<file path="config.mk">
export PLATFORM = sky130hd
export DESIGN_NAME = inert_seq
export DESIGN_NICKNAME = d
export VERILOG_FILES = /design/src/rtl/inert_pkg.sv /design/src/rtl/sync2.sv /design/src/rtl/inert_seq.sv
export SDC_FILE = /design/constraint.sdc
export NUM_CORES = 1
export LEC_CHECK = 0
export BUFFER_PORTS_ARGS = -buffer_cell sky130_fd_sc_hd__buf_2
export CORE_ASPECT_RATIO = 1.1
export CORE_MARGIN = 10
export CORE_UTILIZATION = 55
export DETAILED_ROUTE_END_ITERATION = 16
export PLACE_DENSITY = 0.85
export SYNTH_ARGS = -nofsm -noshare
export SYNTH_HDL_FRONTEND = slang
export SYNTH_SLANG_ARGS = --single-unit
</file>
<file path="constraint.sdc">
create_clock -name clk -period 1.9 [get_ports clk]
set_clock_uncertainty 0.15 [all_clocks]
set_input_delay 0.38 -clock clk [delete_from_list [all_inputs] [get_ports clk]]
set_output_delay 0.38 -clock clk [all_outputs]
set_load 0.02 [all_outputs]
</file>
<file path="src/rtl/inert_pkg.sv">
// Shared types and SPI command tables for the IMU sequencer.
// Both tables are packed so that element [0] is the first command issued.
package inert_pkg;

    typedef enum logic [2:0] {
        S_PWR,
        S_INIT,
        S_INIT_W,
        S_IDLE,
        S_RD,
        S_RD_W,
        S_VLD
    } state_e;

    localparam int TBL_N = 4;

    // Config writes: INT on data-ready, accel 208Hz, gyro 208Hz, rounding on.
    localparam logic [TBL_N-1:0][15:0] INIT_TBL = {
        16'h1460, 16'h1150, 16'h1053, 16'h0D02
    };

    // Burst reads: pitch low, pitch high, accel Z low, accel Z high.
    localparam logic [TBL_N-1:0][15:0] RD_TBL = {
        16'hAD00, 16'hAC00, 16'hA300, 16'hA200
    };

endpackage

</file>
<file path="src/rtl/sync2.sv">
// Two-flop synchronizer for a single asynchronous level input.
// Both stages reset low.
module sync2 (
    input  logic clk,
    input  logic rst_n,
    input  logic d_i,
    output logic q_o
);

    logic ff1_q;
    logic ff2_q;

    always_ff @(posedge clk or negedge rst_n) begin
        if (!rst_n) begin
            ff1_q <= 1'b0;
            ff2_q <= 1'b0;
        end else begin
            ff1_q <= d_i;
            ff2_q <= ff1_q;
        end
    end

    assign q_o = ff2_q;

endmodule

</file>
<file path="src/rtl/inert_seq.sv">
// IMU sequencer: power-up wait, config writes, then a four-byte read burst per data-ready edge.
// ptch_rt/AZ and vld are loaded together on the final done, so the outputs never show a partial sample.
module inert_seq
    import inert_pkg::*;
#(
    parameter int PWR_W  = 16,
    parameter int INIT_N = 4
) (
    input  logic        clk,
    input  logic        rst_n,
    input  logic        INT,
    input  logic        done,
    input  logic [15:0] rd_data,
    output logic        wrt,
    output logic [15:0] cmd,
    output logic        vld,
    output logic [15:0] ptch_rt,
    output logic [15:0] AZ
);

    localparam logic [1:0] IDX_LAST = 2'(INIT_N - 1);

    state_e            state_q, state_d;
    logic [PWR_W-1:0]  pwr_cnt_q, pwr_cnt_d;
    logic [1:0]        idx_q, idx_d;
    logic [1:0]        ridx_q, ridx_d;
    logic [2:0][7:0]   hold_q, hold_d;
    logic              wrt_q, wrt_d;
    logic              vld_q, vld_d;
    logic [15:0]       cmd_q, cmd_d;
    logic [15:0]       ptch_q, ptch_d;
    logic [15:0]       az_q, az_d;

    logic              int_s;
    logic              int_d1_q;
    logic              int_rise;
    logic [7:0]        rd_byte;
    logic              unused_rd_hi;

    sync2 u_int_sync (
        .clk   (clk),
        .rst_n (rst_n),
        .d_i   (INT),
        .q_o   (int_s)
    );

    assign int_rise     = int_s & ~int_d1_q;
    assign rd_byte      = rd_data[7:0];
    assign unused_rd_hi = ^rd_data[15:8];

    // NOTE: every flop, including the byte holding registers, is cleared by reset
    // so an aborted burst can never leak stale bytes into a later sample.
    always_ff @(posedge clk or negedge rst_n) begin
        if (!rst_n) begin
            state_q   <= S_PWR;
            pwr_cnt_q <= '0;
            idx_q     <= '0;
            ridx_q    <= '0;
            hold_q    <= '0;
            wrt_q     <= 1'b0;
            vld_q     <= 1'b0;
            cmd_q     <= '0;
            ptch_q    <= '0;
            az_q      <= '0;
            int_d1_q  <= 1'b0;
        end else begin
            // NOTE: non-blocking assignments here so every flop samples pre-edge values.
            state_q   <= state_d;
            pwr_cnt_q <= pwr_cnt_d;
            idx_q     <= idx_d;
            ridx_q    <= ridx_d;
            hold_q    <= hold_d;
            wrt_q     <= wrt_d;
            vld_q     <= vld_d;
            cmd_q     <= cmd_d;
            ptch_q    <= ptch_d;
            az_q      <= az_d;
            int_d1_q  <= int_s;
        end
    end

    always_comb begin
        // NOTE: defaults first, so no path through the case leaves a latch behind.
        state_d   = state_q;
        pwr_cnt_d = pwr_cnt_q;
        idx_d     = idx_q;
        ridx_d    = ridx_q;
        hold_d    = hold_q;
        wrt_d     = 1'b0;
        vld_d     = 1'b0;
        cmd_d     = cmd_q;
        ptch_d    = ptch_q;
        az_d      = az_q;

        unique case (state_q)
            S_PWR: begin
                if (&pwr_cnt_q) begin
                    state_d = S_INIT;
                    idx_d   = '0;
                end else begin
                    pwr_cnt_d = pwr_cnt_q + PWR_W'(1);
                end
            end
            S_INIT: begin
                wrt_d   = 1'b1;
                cmd_d   = INIT_TBL[idx_q];
                state_d = S_INIT_W;
            end
            S_INIT_W: begin
                if (done) begin
                    if (idx_q == IDX_LAST) begin
                        state_d = S_IDLE;
                    end else begin
                        idx_d   = idx_q + 2'd1;
                        state_d = S_INIT;
                    end
                end
            end
            S_IDLE: begin
                if (int_rise) begin
                    ridx_d  = '0;
                    state_d = S_RD;
                end
            end
            S_RD: begin
                wrt_d   = 1'b1;
                cmd_d   = RD_TBL[ridx_q];
                state_d = S_RD_W;
            end
            S_RD_W: begin
                if (done) begin
                    // The last byte goes straight to the outputs together with vld.
                    unique case (ridx_q)
                        2'd0: hold_d[0] = rd_byte;
                        2'd1: hold_d[1] = rd_byte;
                        2'd2: hold_d[2] = rd_byte;
                        default: begin
                            ptch_d = {hold_q[1], hold_q[0]};
                            az_d   = {rd_byte, hold_q[2]};
                            vld_d  = 1'b1;
                        end
                    endcase
                    if (ridx_q == 2'd3) begin
                        state_d = S_VLD;
                    end else begin
                        ridx_d  = ridx_q + 2'd1;
                        state_d = S_RD;
                    end
                end
            end
            S_VLD: begin
                state_d = S_IDLE;
            end
            default: begin
                state_d = S_PWR;
            end
        endcase
    end

    assign wrt     = wrt_q;
    assign cmd     = cmd_q;
    assign vld     = vld_q;
    assign ptch_rt = ptch_q;
    assign AZ      = az_q;

endmodule

</file>
[Yosys cells after proc, flatten, opt, wreduce, memory -nomap -nowiden]
Cells that the tools add are included.
Widths: inputs -> output; s select.
Word-level totals
  bits in registers: 100
  bits in latches: 0
  memory bits (writable): 0
  bits in read-only memories: 0
  bits of input ports: 20
  output and inout port bits: 50
  word-level logic and storage cells: 80
  memories: 0
Cells by class
  add/sub/neg operators: 3
  $mul: 0
  div/mod/pow operators: 0
  $lt $le $gt $ge: 2
  equality and inequality tests: 16
  shifts and indexed selects: 0
  muxes and demuxes: 24
  bitwise operators: 4
  reduce and logical (&&, ||, !) cells: 16
Operators by type and width (count)
  $bmux 16 s2: 2
  $mux 16: 2
  $pmux 16 s2: 1
  $pmux 3 s7: 1
  $add 16x1->16 const B: 1
  $mux 2: 8
  $reduce_and 16->1: 1
  $mux 3: 4
  $ne 2x2->1 const B: 6
  $reduce_and 3->1: 4
  $reduce_and 4->1: 3
  $eq 3x3->1 const B: 3
  $pmux 2 s2: 2
  $eq 2x2->1 const B: 3
  $eq 3x2->1 const B: 2
  $lt 2x3->1 const B: 2
  $reduce_bool 2->1: 3
  $add 2x1->2 const B: 2
  $mux 1: 4
  $eq 3x1->1 const B: 1
  $logic_not 3->1: 1
  $not 1->1: 3
  $reduce_or 3->1: 1
  $eq 2x1->1 const B: 1
  other kinds (4): 4

[Logic depth before layout (Yosys ltp)]
  depth after elaboration: 5
  mapped depth: 6
  depth with buffers taken out: 5

[Cells and area by module]
From an unflattened synthesis, not the netlist that was laid out.
Second synthesis, totals
  cells, all modules: 295
  area total of the unflattened synthesis: 4062.6 sq um
Modules (own cells, without submodules)
  inert_seq: instances 1, cells each 293, area an instance 4012.6 sq um, seq. area each 2302.2 sq um
  sync2: instances 1, cells each 2, area an instance 50.0 sq um, seq. area each 50.0 sq um

[Worst setup path after synthesis]
No wires, ideal clock.
  path type: reg-to-reg
  start: register pwr_cnt_q[0]
  end: register pwr_cnt_q[2]
  setup time: 0.133 ns
  arrival: 1.477 ns
  data required time: 1.617 ns
  path slack: 0.140 ns
  cell stages (with the launch flop): 7
  buffers on the path: 1
  period minus slack after synthesis: 1.760 ns
  cell sequence: dfrtp_1 > ha_1 > nand4_1 > nor4_4 > buf_4 > nor3b_1 > xor2_1
Between the ends
  word-level cells in the longest chain between the ends: 3
  elaborated cells between the ends (all ways): 4
  classes of those cells: 1 x add/sub; 1 x bitwise; 2 x reduce/logical
Ends and longest elaborated chain
  start: declaration: RTL line inert_seq.sv:24  | logic [PWR_W-1:0] pwr_cnt_q, pwr_cnt_d;
  start signal: assignment: RTL line inert_seq.sv:69  | pwr_cnt_q <= pwr_cnt_d;
  branches (longest 3 deep; another with $add 16x1->16)
Several ways; the timed one is not identified.
A chain may end at the register's enable or synchronous reset.

[Worst setup path after layout]
  start: register state_q[1]
  end: register pwr_cnt_q[6]
Between the ends
  word-level cells in the longest chain between the ends: 2
Ends and longest elaborated chain
  start: declaration: RTL line inert_seq.sv:23  | state_e state_q, state_d;
  start signal: assignment: RTL line inert_seq.sv:68  | state_q <= state_d;
  $logic_not 3->1: RTL line inert_seq.sv:95  | unique case (state_q)
  $reduce_and 2->1 (no source line)
Every way passes these cells.

==> out/metrics.yaml <==
clock_network:
  cts-root-to-sink-buffers: 2
  cts_setup_buffers: 0
  clk_pin_slew_worst_paths_ns: 0.09
  tritoncts: "done"
  clk_latency_ns: 0.36
  cts.sink_count: 94
  cts.htree.levels: 3
  cts_made_buffers: 9
  ctsRootBufferMaster: "sky130_fd_sc_hd__clkbuf_8"
finish:
  diodes: 0
  final_cell_area_sq_um: 4810
  final_nets: 406
  syn2layout_area_growth_pct: 16.0
  drive_gt1_share_pct: 35.4
  fill_cells: 555
routing:
  detailed_router_s_first_iteration_violation_count: 64
  antenna_left: 0
  vias_after_detailed_routing: 2618
  final_wl_microns: 8080
  detail_route.wl_per_cell_microns: 17.3
  drt-vias-per-instance: 5.59
  drt_drc_violations_left: 0
  dr.pass1.iters: 4
logic_synthesis:
  synth_warnings: 0
  netlist_area_sq_um: 4140
  yosysUniqueCellTypes: 48
  synth-seq-cells: 94
  dominant_cell_type_by_area_after_synthesis: "sky130_fd_sc_hd__dfrtp_1"
  ys_async_sr_fraction_pct: 100
  most_repeated_cell_in_the_gate_level_netlist_after_synthesis: "sky130_fd_sc_hd__dfrtp_1"
  ys_top_cells_by_count: "sky130_fd_sc_hd__dfrtp_1 (94), sky130_fd_sc_hd__mux2_1 (30), sky130_fd_sc_hd__mux2_2 (28)"
  syn-instance-count: 304
  ys.flop_type: "sky130_fd_sc_hd__dfrtp_1"
  synth_area_per_cell_sq_um: 13.6
  synth_seq_area_share_pct: 56.8
  synth_top_cell_area_share_pct: 56.8
  edff_count_synth: 0
  synth.top_cells.by_area: "sky130_fd_sc_hd__dfrtp_1 (57%), sky130_fd_sc_hd__mux2_1 (8.2%), sky130_fd_sc_hd__mux2_2 (7.6%)"
worst_setup_path:
  timing.critical_path.max_delay_family: "simple AND/OR/NAND/NOR gates"
  path_class: "flop to flop"
  crit_top_cell: "sky130_fd_sc_hd__buf_4"
  endpoint_kind: "flop"
  setup.worst_path.start_class: "flop"
  reg2reg_to: "pwr_cnt_q[6]"
  crit_chain: "buf_4 > or3_4 > buf_4 > nor3_1 > xor2_1"
  max_stage_delay_ns: 0.47
  r2r_cells: 5
  critical_path_fanout_max: 10
  critical_path.reg2reg.startpoint: "state_q[1]"
  worst-r2r-setup-slack_ns: 0.08
  cp.required_ns: 2.03
  crit_path_dat_ns: 1.95
  cp_num_buf_inv: 2
  timing.critical_path.slowest_stage_cell: "sky130_fd_sc_hd__or3_4"
  worst_setup_path_endpoint: "pwr_cnt_q[6]"
  cp_num_cells: 5
  crit_path_start: "state_q[1]"
timing:
  timing_max_transition_violations_final: 0
  timing.hold.ws_ns: 0.133
  setup_tns_ns: 0
  min_period_over_period_pct: 95.6
  max_freq_ghz: 0.551
  setup_viol_count_final: 0
  post-route-min-period_ns: 1.82
  postLayoutSetupSlackWorst_ns: 0.0836
  rsz0062_at_grt: "false"
  hold_violations: 0
die:
  boundaryPins: 70
  fp.coreArea_sq_um: 7390
  fp-row-count: 33
  chipWidth_microns: 103
  die_area_sq_um: 11400
  floorplan.initialDensity_pct: 56.1
  chipHeight_microns: 111
flow_run:
  cap_viol_max_count: 0
placed_design:
  gp_congestion: 0.805
  placed_cell_area_sq_um: 4580
  numPortBuffers: 57
  pre_cts_slack_ns: 0.0138
  dp.final_hpwl_microns: 5980
pwr:
  p_leak_nw: 2.55
  pwr_density_cell_nw_per_um2: 1240
  share_comb_of_total_power_pct: 33.3
  share_seq_of_total_power_pct: 46.0
  total_net_switching_power_w: 0.00208
  maximum_vdd_ir_drop_mv: 0.781
  p_clk_share_pct: 20.7
  p_sw_share_pct: 35.0
  internal-power_w: 0.00387
  p_total_w: 0.00595
global_route:
  groute.usage.overall_pct: 14.8
  grt_pass1_wl_microns: 13600
  grt_max_degree: 41
  vias_in_the_first_global_route: 2809
  grt_antenna_before_repair: 0
  grt_remaining_overflow: 0
min_path:
  hold_class: "input port to flop"
  hold_path.startpoint: "rd_data[2]"
  min_path_cells: 2
run_status:
  run_status: "finished clean"
==> timing repair <==
item                       4_1_cts  5_1_grt
hold buffers                     2        0
setup endpoints to repair        0       39
resized for setup                0        4
hold endpoints to repair        25        0
==> flip-flops by register name, summed over array words and instances, names as in the netlist, 2 cells and up <==
signal / count
cmd: 10
ridx_q: 2
ptch_rt: 16
hold_q: 24
idx_q: 2
AZ: 16
state_q: 3
pwr_cnt_q: 16
==> cell usage in the layout (no fill, tap or decap), types with 3 or more instances in the layout <==
master,n
sky130_fd_sc_hd__a21oi_1,5
sky130_fd_sc_hd__a22o_1,12
sky130_fd_sc_hd__a22oi_1,3
sky130_fd_sc_hd__buf_12,3
sky130_fd_sc_hd__buf_2,56
sky130_fd_sc_hd__buf_4,16
sky130_fd_sc_hd__clkbuf_8,11
sky130_fd_sc_hd__clkinvlp_4,3
sky130_fd_sc_hd__conb_1,4
sky130_fd_sc_hd__dfrtp_1,93
sky130_fd_sc_hd__ha_1,10
sky130_fd_sc_hd__inv_1,7
sky130_fd_sc_hd__mux2_1,30
sky130_fd_sc_hd__mux2_2,28
sky130_fd_sc_hd__nand2_1,9
sky130_fd_sc_hd__nand2_2,3
sky130_fd_sc_hd__nand2b_1,6
sky130_fd_sc_hd__nand3_1,6
sky130_fd_sc_hd__nand4_1,5
sky130_fd_sc_hd__nor2_1,6
sky130_fd_sc_hd__nor3_1,4
sky130_fd_sc_hd__nor3b_1,3
sky130_fd_sc_hd__o21ai_0,5
sky130_fd_sc_hd__xnor2_1,3
sky130_fd_sc_hd__xor2_1,12
==> cell families after synthesis <==
kind of cell / Yosys count / synth area share (%)
other: 1 / 0.0905
AOI/OAI and AO/OA: 35 / 6.13
adders and majority gates: 10 / 3.02
muxes: 60 / 16.2
and+or+nand+nor: 63 / 10.6
DFF: 94 / 56.8
buffers and inverters: 26 / 3.99
xor gates and xnor gates: 15 / 3.17
==> cell type report <==
type                    instances  area, sq um  area share [%]
inverters                       7         26.3           0.547
clock buffers                  12          155            3.23
clock inverters                 4         31.3           0.651
flip-flops and latches         94         2350            49.0
multi-input cells             187         1650            34.4
repair buffers                 77          480            9.99
well taps                      87          109            2.26
==> metal layers <==
metal  wire, microns  GRT usage [%]  vias up
li1                -              -     1216
met1            3260           16.9     1326
met2            4230           25.3       65
met3             472           3.68       11
met4             118           6.13        0
met5               0              0        -
==> power by group through the flow <==
stage               Clock, W  Sequential (W)  Combinational [W]
floorplan                  0         0.00290            0.00121
global placement           0         0.00273            0.00189
detailed placement         0         0.00278            0.00197
CTS                  0.00126         0.00274            0.00200
global route         0.00133         0.00281            0.00218
finish               0.00123         0.00274            0.00198
==> through the flow <==
| step | util, % | instances |
|---|---|---|
| floorplan | - | 307 |
| global route | 65.0 | 468 |
| global placement | 62.0 | 450 |
| CTS | 64.8 | 468 |
| finish | 65.0 | 468 |
| detailed placement | 62.0 | 450 |
==> how the worst min path moves through the flow <==
| stage | to | slack [ns] |
|---|---|---|
| finish | AZ[10] | 0.13 |
| global route | AZ[8] | 0.13 |
| CTS | AZ[10] | 0.12 |
| detailed placement | AZ[10] | 0.17 |
| global placement | AZ[10] | 0.17 |
| floorplan | AZ[0] | -0.07 |
Power figures use the tool's default switching activity.
